`src/rtl/toll_datapath.sv`:
```
// toll_datapath: responder side of the toll-gate control interface.
//
// Executes the controller's command strobes and returns the status it waits on.
// Three parts share this module:
//   - transit timer (init clears, count advances, saturates at all-ones)
//   - E-pass validation FSM with card-reader req/ack handshake and fee debit
//   - barrier motor FSM with an authorised-vehicle counter
//
// Optional feature macro: TOLL_SPEED_FEE_EN
//   defined   : fee is FEE_FAST when the transit time is below FAST_THRESH, else FEE_BASE
//   undefined : fee is always FEE_BASE (timer still runs)
//
// Ports:
//   clk, reset_n        clock, asynchronous active-low reset
//   init, count         transit timer clear / advance (init wins)
//   cal                 validation request level
//   up, dis             open request pulse / vehicle-passed pulse
//   manual_pay          cash override after a reject
//   card_ack            card reader acknowledge, card_balance valid with it
//   card_req            card read request
//   card_debit          one-cycle debit strobe, card_debit_amt valid with it
//   valid_Epass         00 idle/pending, 10 accepted, 01 rejected
//   enable              barrier fully open
//   done                one-cycle pulse when barrier reaches closed
//   num_veh             authorised vehicles not yet passed (0..3)
//   transit_time        current timer value
// All outputs are registered.

module toll_datapath #(
    parameter int unsigned TIME_W      = 16,
    parameter int unsigned BAL_W       = 16,
    parameter int unsigned FEE_BASE    = 10,
    parameter int unsigned FEE_FAST    = 20,
    parameter int unsigned FAST_THRESH = 50,
    parameter int unsigned MOTOR_CYC   = 8
) (
    input  logic              clk,
    input  logic              reset_n,
    input  logic              init,
    input  logic              count,
    input  logic              cal,
    input  logic              up,
    input  logic              dis,
    input  logic              manual_pay,
    input  logic              card_ack,
    input  logic [BAL_W-1:0]  card_balance,
    output logic              card_req,
    output logic              card_debit,
    output logic [BAL_W-1:0]  card_debit_amt,
    output logic [1:0]        valid_Epass,
    output logic              enable,
    output logic              done,
    output logic [1:0]        num_veh,
    output logic [TIME_W-1:0] transit_time
);

`ifdef TOLL_SPEED_FEE_EN
    localparam bit SpeedFeeEn = 1'b1;
`else
    localparam bit SpeedFeeEn = 1'b0;
`endif

    // Travel counter counts MOTOR_CYC-1 down to 0, so MOTOR_CYC cycles per move.
    localparam int unsigned CntW = (MOTOR_CYC > 1) ? $clog2(MOTOR_CYC) : 1;
    localparam logic [CntW-1:0] CntLoad = CntW'(MOTOR_CYC - 1);

    typedef enum logic [1:0] {
        StValIdle,
        StValReq,
        StValCheck,
        StValResult
    } val_state_e;

    typedef enum logic [1:0] {
        StClosed,
        StOpening,
        StOpen,
        StClosing
    } bar_state_e;

    val_state_e        val_q, val_d;
    bar_state_e        bar_q, bar_d;
    logic [TIME_W-1:0] transit_q, transit_d;
    logic [BAL_W-1:0]  bal_q, bal_d;
    logic              cal_prev_q;
    logic [CntW-1:0]   cnt_q, cnt_d;
    logic [1:0]        num_veh_q, num_veh_d;

    logic              card_req_q, card_req_d;
    logic              card_debit_q, card_debit_d;
    logic [BAL_W-1:0]  amt_q, amt_d;
    logic [1:0]        valid_q, valid_d;
    logic              enable_q, enable_d;
    logic              done_q, done_d;

    logic [BAL_W-1:0]  fee;
    logic              grant;
    logic              open_req;

    // Transit timer
    always_comb begin
        transit_d = transit_q;
        if (init) begin
            transit_d = '0;
        end else if (count && (transit_q != {TIME_W{1'b1}})) begin
            transit_d = transit_q + TIME_W'(1);
        end
    end

    always_comb begin
        fee = BAL_W'(FEE_BASE);
        if (SpeedFeeEn && (transit_q < TIME_W'(FAST_THRESH))) begin
            fee = BAL_W'(FEE_FAST);
        end
    end

    // Validation FSM
    always_comb begin
        val_d        = val_q;
        bal_d        = bal_q;
        valid_d      = valid_q;
        card_debit_d = 1'b0;
        amt_d        = '0;
        grant        = 1'b0;
        unique case (val_q)
            StValIdle: begin
                valid_d = 2'b00;
                if (cal && !cal_prev_q) begin
                    val_d = StValReq;
                end
            end
            StValReq: begin
                if (!cal) begin
                    val_d = StValIdle;
                end else if (card_ack) begin
                    bal_d = card_balance;
                    val_d = StValCheck;
                end
            end
            StValCheck: begin
                if (!cal) begin
                    val_d = StValIdle;
                end else if (bal_q >= fee) begin
                    valid_d      = 2'b10;
                    card_debit_d = 1'b1;
                    amt_d        = fee;
                    grant        = 1'b1;
                    val_d        = StValResult;
                end else begin
                    valid_d = 2'b01;
                    val_d   = StValResult;
                end
            end
            StValResult: begin
                // Cash override only applies to a rejected card.
                if ((valid_q == 2'b01) && manual_pay) begin
                    grant = 1'b1;
                end
                if (!cal) begin
                    valid_d = 2'b00;
                    val_d   = StValIdle;
                end
            end
            default: begin
                val_d = StValIdle;
            end
        endcase
        card_req_d = (val_d == StValReq);
    end

    // Vehicle counter and barrier FSM
    always_comb begin
        open_req  = up | grant;
        num_veh_d = num_veh_q;
        // Simultaneous open request and dis cancel out.
        if (open_req && !dis) begin
            if (num_veh_q != 2'd3) begin
                num_veh_d = num_veh_q + 2'd1;
            end
        end else if (dis && !open_req) begin
            if (num_veh_q != 2'd0) begin
                num_veh_d = num_veh_q - 2'd1;
            end
        end

        bar_d = bar_q;
        cnt_d = cnt_q;
        unique case (bar_q)
            StClosed: begin
                if (open_req) begin
                    bar_d = StOpening;
                    cnt_d = CntLoad;
                end
            end
            StOpening: begin
                if (cnt_q == '0) begin
                    bar_d = StOpen;
                end else begin
                    cnt_d = cnt_q - CntW'(1);
                end
            end
            StOpen: begin
                if (num_veh_d == 2'd0) begin
                    bar_d = StClosing;
                    cnt_d = CntLoad;
                end
            end
            StClosing: begin
                if (open_req) begin
                    bar_d = StOpening;
                    cnt_d = CntLoad;
                end else if (cnt_q == '0) begin
                    bar_d = StClosed;
                end else begin
                    cnt_d = cnt_q - CntW'(1);
                end
            end
            default: begin
                bar_d = StClosed;
            end
        endcase
        enable_d = (bar_d == StOpen);
        done_d   = (bar_q == StClosing) && (bar_d == StClosed);
    end

    always_ff @(posedge clk or negedge reset_n) begin
        if (!reset_n) begin
            val_q        <= StValIdle;
            bar_q        <= StClosed;
            transit_q    <= '0;
            bal_q        <= '0;
            cal_prev_q   <= 1'b0;
            cnt_q        <= '0;
            num_veh_q    <= 2'd0;
            card_req_q   <= 1'b0;
            card_debit_q <= 1'b0;
            amt_q        <= '0;
            valid_q      <= 2'b00;
            enable_q     <= 1'b0;
            done_q       <= 1'b0;
        end else begin
            val_q        <= val_d;
            bar_q        <= bar_d;
            transit_q    <= transit_d;
            bal_q        <= bal_d;
            cal_prev_q   <= cal;
            cnt_q        <= cnt_d;
            num_veh_q    <= num_veh_d;
            card_req_q   <= card_req_d;
            card_debit_q <= card_debit_d;
            amt_q        <= amt_d;
            valid_q      <= valid_d;
            enable_q     <= enable_d;
            done_q       <= done_d;
        end
    end

    assign card_req       = card_req_q;
    assign card_debit     = card_debit_q;
    assign card_debit_amt = amt_q;
    assign valid_Epass    = valid_q;
    assign enable         = enable_q;
    assign done           = done_q;
    assign num_veh        = num_veh_q;
    assign transit_time   = transit_q;

endmodule
```
`config.mk`:
```
export PLATFORM = sky130hd
export DESIGN_NAME = toll_datapath
export DESIGN_NICKNAME = d
export VERILOG_FILES = /design/src/rtl/toll_datapath.sv
export SDC_FILE = /design/constraint.sdc
export NUM_CORES = 1
export LEC_CHECK = 0
export BUFFER_PORTS_ARGS = -buffer_cell sky130_fd_sc_hd__buf_4
export CAP_MARGIN = 30
export CORE_MARGIN = 2
export CORE_UTILIZATION = 50
export CTS_CLUSTER_SIZE = 16
export DETAILED_ROUTE_END_ITERATION = 16
export GPL_TIMING_DRIVEN = 0
export HOLD_SLACK_MARGIN = 0.15
export PLACE_DENSITY = 0.78
export SYNTH_ARGS = -nofsm -noshare
export SYNTH_HDL_FRONTEND = slang
export SYNTH_SLANG_ARGS = --single-unit
```
`constraint.sdc`:
```
create_clock -name clk -period 2.8 [get_ports clk]
set_clock_uncertainty 0.2 [all_clocks]
set_input_delay 0.56 -clock clk [delete_from_list [all_inputs] [get_ports clk]]
set_output_delay 0.56 -clock clk [all_outputs]
set_load 0.02 [all_outputs]
```
After elaboration in Yosys (flattened, before gate mapping). Index checks and enable logic that the tools add are counted.

Register bits after elaboration: 64. Input bits: 25. Word-level logic and storage cells: 89.

Add/subtract/negate cells: 4. Order comparisons: 1. Eq/ne operators: 15. Muxes and demuxes: 35. Bitwise gates (word level): 1. Reduce and logical (&&, ||, !) cells: 20.

Operators with widths (number): 2-bit 2-to-1 mux (17); 16-bit 2-to-1 mux (2); 16-bit by 1-bit adder with 16-bit output, second input constant (1); 16-bit by 4-bit greater-or-equal comparator with 1-bit output, second input constant (1); 16-bit inequality test, second input constant (1); 2-bit one-hot mux with 4 select lines (2); 3-bit 2-to-1 mux (4); 4-bit 2-to-1 mux (3); 3-bit one-hot mux with 4 select lines (1); 2-bit equality test, second input constant (5); 2-bit inequality test, second input constant (5); 2-bit by 1-bit equality test with 1-bit output, second input constant (4); 2-bit logical NOT (4); 1-bit logical AND (6); 2-bit one-hot mux with 3 select lines (1); 3-bit AND reduction (2); 1-bit 2-to-1 mux (4); 2-bit nonzero test (2); 1-bit logical NOT (3); 3-bit logical NOT (1); 3-bit nonzero test (1); 3-bit by 1-bit subtractor with 3-bit output, second input constant (1); 2-bit by 1-bit adder with 2-bit output, second input constant (1); 1-bit one-hot mux with 2 select lines (1); 3 further kinds (3).

Longest topological paths before layout.
Depth after elaboration: 14. Depth in mapped cells: 7.

Least setup slack after synthesis. Ideal clock, no wire load.

Kind: register to register. Start: register transit_q[0] (netlist: transit_time[0]). End: register transit_q[7] (netlist: transit_time[7]). Library setup time: 132 ps. Data arrival time: 1769 ps. Path slack: 699 ps. Cell stages (with the launch flop): 8. Buffers on the path: 1. Period minus slack after synthesis: 2101 ps. Cell sequence: dfrtp_1 > ha_1 > nand4_1 > or4_4 > buf_6 > nor3b_1 > xnor2_1 > nor2_1.

Longest elaborated chain between the ends: 3. Elaborated cells between the ends (all ways): 6.

Ends and longest elaborated chain: start, declared (RTL line 83) `logic [TIME_W-1:0] transit_q, transit_d;`; start signal, assigned (RTL line 244) `transit_q <= transit_d;`; 16-bit by 1-bit adder with 16-bit output / 16-bit inequality test (equally long branches) (RTL line 106, 105); 16-bit 2-to-1 mux / 1-bit logical AND (equally long branches) (RTL line 105) `end else if (count && (transit_q != {TIME_W{1'b1}})) begin`; 16-bit 2-to-1 mux / 2-bit nonzero test (equally long branches).

Parallel ways exist; a longest one is shown, timed or not. The select of a mux whose other input is x is not followed. A chain may end at the register's enable or synchronous reset.

Worst setup path in the final report.
Start: register bal_q[10]. End: register bar_q[0].

Longest elaborated chain between the ends: 12. Elaborated cells between the ends (all ways): 15.

Ends and longest elaborated chain: start, declared (RTL line 84) `logic [BAL_W-1:0] bal_q, bal_d;`; start signal, assigned (RTL line 245) `bal_q <= bal_d;`; 16-bit by 4-bit greater-or-equal comparator with 1-bit output (*) (RTL line 143) `end else if (bal_q >= fee) begin`; 1-bit 2-to-1 mux (*) (RTL line 143); 1-bit 2-to-1 mux (*) (RTL line 141) `if (!cal) begin`; 1-bit one-hot mux with 2 select lines (*) (RTL line 125) `unique case (val_q)`; 1-bit OR (*) (RTL line 173) `open_req = up | grant;`; 1-bit logical NOT (RTL line 180) `end else if (dis && !open_req) begin`; 1-bit logical AND (RTL line 180); 2-bit 2-to-1 mux (RTL line 180); 2-bit 2-to-1 mux (RTL line 176) `if (open_req && !dis) begin`; 2-bit logical NOT (RTL line 203) `if (num_veh_d == 2'd0) begin`; 2-bit 2-to-1 mux (RTL line 203); 2-bit one-hot mux with 4 select lines (*) (RTL line 188) `unique case (bar_q)`; named net bar_d[0] (RTL line 82) `bar_state_e bar_q, bar_d;`; end signal, assigned (RTL line 229) `bar_q <= StClosed;`; end signal, assigned (RTL line 243) `bar_q <= bar_d;`; end, declared (RTL line 82).

Mark *: on every way through the listed nets, which the timed path passes. The rest lies on a longest branch.

==> impl_metrics.env <==
export IMPL_final_nets=336
export IMPL_h_tree_depth=2
export IMPL_synthAdderAreaFrac_pct=1.95
export IMPL_power_frac_comb_pct=29.4
export IMPL_clkPwrFrac_pct=22.5
export IMPL_final_setup_viol_count=0
export IMPL_dominantRegCellSynth="dfrtp_1"
export IMPL_ir_drop_v=0.000428
export IMPL_grt_pass1_wl_mm=7.29
export IMPL_grt_antenna_before_repair=0
export IMPL_worstSetupPathType="reg2reg"
export IMPL_avgSynthCellArea_um2=10.2
export IMPL_synth_edff_count=0
export IMPL_p_int_mw=1.24
export IMPL_areaGrowthSynthToFinish_pct=24.2
export IMPL_synth_top_family_by_area="simple AND/OR/NAND/NOR gates"
export IMPL_sequentialPowerShare_pct=48.1
export IMPL_netlist_top_cells_area="dfrtp_1 (48%), mux2_2 (7.4%), buf_4 (4.9%)"
export IMPL_setup_tns_final_ns=0
export IMPL_reg2reg_from="bal_q[10]$_DFFE_PN0P_"
export IMPL_slew_violations=0
export IMPL_rsz0062_at_grt="false"
export IMPL_slew_headroom_pct=61.8
export IMPL_initial_core_util_pct=51.6
export IMPL_yosys_top_cells_count="dfrtp_1 (47), nor2_1 (18), buf_4 (16), mux2_2 (16), nand2_1 (15)"
export IMPL_reg2reg_slack_ns=0.69
export IMPL_synthXorXnorAreaFrac_pct=4.31
export IMPL_yosys_warnings=0
export IMPL_diodes=0
export IMPL_place_hpwl_mm=3.22
export IMPL_cts_resized=0
export IMPL_min_delay_path_class="in2reg"
export IMPL_critPathMaxFanout=10
export IMPL_cts_inserted_buffers=5
export IMPL_max_freq_mhz=475
export IMPL_grt_max_degree=48
export IMPL_gp_congestion=0.916
export IMPL_p_sw_uw=595
export IMPL_synthArstFlopShare_pct=100
export IMPL_antenna_left=0
export IMPL_track_usage_pct=17.6
export IMPL_dr_pass1_iters=4
export IMPL_hold_start="cal"
export IMPL_post_route_period_util_pct=75.2
export IMPL_period_needed_ns=2.11
export IMPL_synth_cell_type_count=47
export IMPL_ios=65
export IMPL_die_w_um=73.8
export IMPL_clkTransAtPathRegs_ns=0.09
export IMPL_netlist_instances=240
export IMPL_clockBufferDepth=2
export IMPL_p_leak_nw=1.46
export IMPL_outcome="finished clean"
export IMPL_grt_pass1_vias=1646
export IMPL_cts_setup_buffers=0
export IMPL_wl_per_cell_um=11.6
export IMPL_rr_worst_depth=7
export IMPL_vias=1852
export IMPL_hold_viol=0
export IMPL_drive_above_1_share_pct=32.4
export IMPL_wl_mm=4.36
export IMPL_critPathArrivalTime_ns=2.09
export IMPL_dieArea_um2=5450
export IMPL_cp_end_kind="register"
export IMPL_rows=25
export IMPL_seq_area_frac_synth_pct=48.3
export IMPL_yosys_area_share_simple_pct=20.0
export IMPL_p_sw_share_pct=32.4
export IMPL_initialDrtViolationCount=70
export IMPL_p_per_area_nw_per_um2=607
export IMPL_report_power_total_mw=1.84
export IMPL_worst_hold_path_num_cells=1
export IMPL_synth_compound_area_share_pct=8.32
export IMPL_critPathLaunchType="register"
export IMPL_cts_tree="built"
export IMPL_synth_mux_area_share_pct=7.81
export IMPL_cts_sinks=47
export IMPL_insertion_delay_ns=0.30
export IMPL_r2r_end="bar_q[0]$_DFF_PN0_"
export IMPL_synth_top_area_share_pct=48.3
export IMPL_port_buffers=47
export IMPL_ys_ff_latch=47
export IMPL_tightest_slew_ns=0.573
export IMPL_yosysTopAreaCell="dfrtp_1"
export IMPL_crit_required_ns=2.78
export IMPL_grt_ovfl_total=0
export IMPL_max_cap_violations=0
export IMPL_holdPathEnd="cal_prev_q$_DFF_PN0_"
export IMPL_yosysMostFrequentCell="dfrtp_1"
export IMPL_root_buffer="clkbuf_8"
export IMPL_drc=0
export IMPL_vias_per_cell=4.93
export IMPL_core_area_um2=4720
export IMPL_chipHeight_um=73.8
export IMPL_syn_area_um2=2440
flip-flops by register name, summed over array words and instances (netlist names):
| name | flops |
|---|---|
| cnt_q | 3 |
| cal_prev_q | 1 |
| transit_time | 16 |
| bar_q | 2 |
| card_debit_amt | 1 |
| bal_q | 15 |
| valid_Epass | 2 |
| done | 1 |
| num_veh | 2 |
| card_req | 1 |
| enable | 1 |
| val_q | 2 |
cells in the final DEF, fill, tap and decap left out, drive strengths merged, types with 4 or more instances in the layout:
| cell | Yosys | routed |
|---|---|---|
| mux2 | 16 | 16 |
| clkbuf | 5 | 10 |
| or3 | 4 | 4 |
| nor2 | 18 | 18 |
| nand4 | 5 | 5 |
| nor4 | 4 | 4 |
| a21oi | 11 | 11 |
| conb | 1 | 14 |
| nor2b | 4 | 4 |
| nand2 | 15 | 15 |
| xor2 | 5 | 5 |
| nand3 | 10 | 10 |
| o21ai | 13 | 13 |
| xnor2 | 7 | 7 |
| buf | 22 | 69 |
| nor3b | 4 | 4 |
| inv | 13 | 13 |
| dfrtp | 47 | 47 |
through the flow:
step / util [%] / setup WS, ns / cells / cell area [um^2] / hold slack [ns]
after floorplan: - / 0.699 / 253 / 2480 / 0.0644
after global placement: 61.9 / 0.688 / 367 / 2920 / 0.282
after detailed placement: 61.9 / 0.684 / 367 / 2920 / 0.289
after CTS: 64.1 / 0.683 / 376 / 3030 / 0.205
after global routing: 64.1 / 0.494 / 376 / 3030 / 0.208
final: 64.1 / 0.693 / 376 / 3030 / 0.215
how the worst max path moves through the flow:
stage                     slack, ns  cells after the start                          end                        start
final                          0.69                      7           bar_q[0]$_DFF_PN0_        bal_q[10]$_DFFE_PN0P_
after global routing           0.49                      6         num_veh[0]$_DFF_PN0_           val_q[1]$_DFF_PN0_
after CTS                      0.68                      7           bar_q[0]$_DFF_PN0_        bal_q[10]$_DFFE_PN0P_
after detailed placement       0.68                      6             enable$_DFF_PN0_                          cal
after global placement         0.69                      7         cnt_q[1]$_DFFE_PN0P_        bal_q[10]$_DFFE_PN0P_
after floorplan                0.70                      7  transit_time[7]$_DFFE_PN0P_  transit_time[0]$_DFFE_PN0P_
kinds of logic (layout without fill, tap and decap cells):
family / after synthesis / after routing
compound gates: 35 / 35
xor+xnor: 12 / 12
fa+ha+maj: 4 / 4
buf+inv: 40 / 96
flops: 47 / 47
mux: 17 / 17
other cells: 1 / 14
simple gates: 84 / 84
per-layer routing:
layer | vias to the layer above | track usage, % | share of wire, %
met1 | 842 | 23.5 | 47
met4 | 0 | 7.07 | 1.3
met2 | 63 | 27.5 | 46
met3 | 5 | 4.25 | 6.4
li1 | 942 | - | -
met5 | - | 0 | 0
final cells by class:
| cell class | instances | area, um^2 |
|---|---|---|
| multi-input combinational | 166 | 1080 |
| inverter | 13 | 48.8 |
| fill | 406 | 1700 |
| buffer | 27 | 175 |
| clock buffer | 5 | 68.8 |
| tap | 67 | 83.8 |
| sequential | 47 | 1180 |
| timing repair buffer | 48 | 363 |
| clock inverter | 3 | 25.0 |
worst max-delay path, stage by stage (launching register included):
cell and delay (ns):
dfrtp_1 0.39, nor4_1 0.29, and4_1 0.23, buf_2 0.16
o21ai_0 0.17, buf_2 0.22, o21ai_0 0.22, a21oi_1 0.10
power groups by stage:
| stage | Combinational (mW) | Clock, mW | Sequential (mW) |
|---|---|---|---|
| after floorplan | 0.371 | 0 | 0.909 |
| after global placement | 0.528 | 0 | 0.893 |
| after detailed placement | 0.540 | 0 | 0.899 |
| after CTS | 0.541 | 0.428 | 0.885 |
| after global routing | 0.607 | 0.458 | 0.902 |
| final | 0.540 | 0.413 | 0.884 |
repair_timing:
item,in CTS,in global routing
hold endpoints to repair,47,0
hold buffers,1,0
setup endpoints to repair,0,0
No activity file was read; power rests on OpenSTA's default activity.
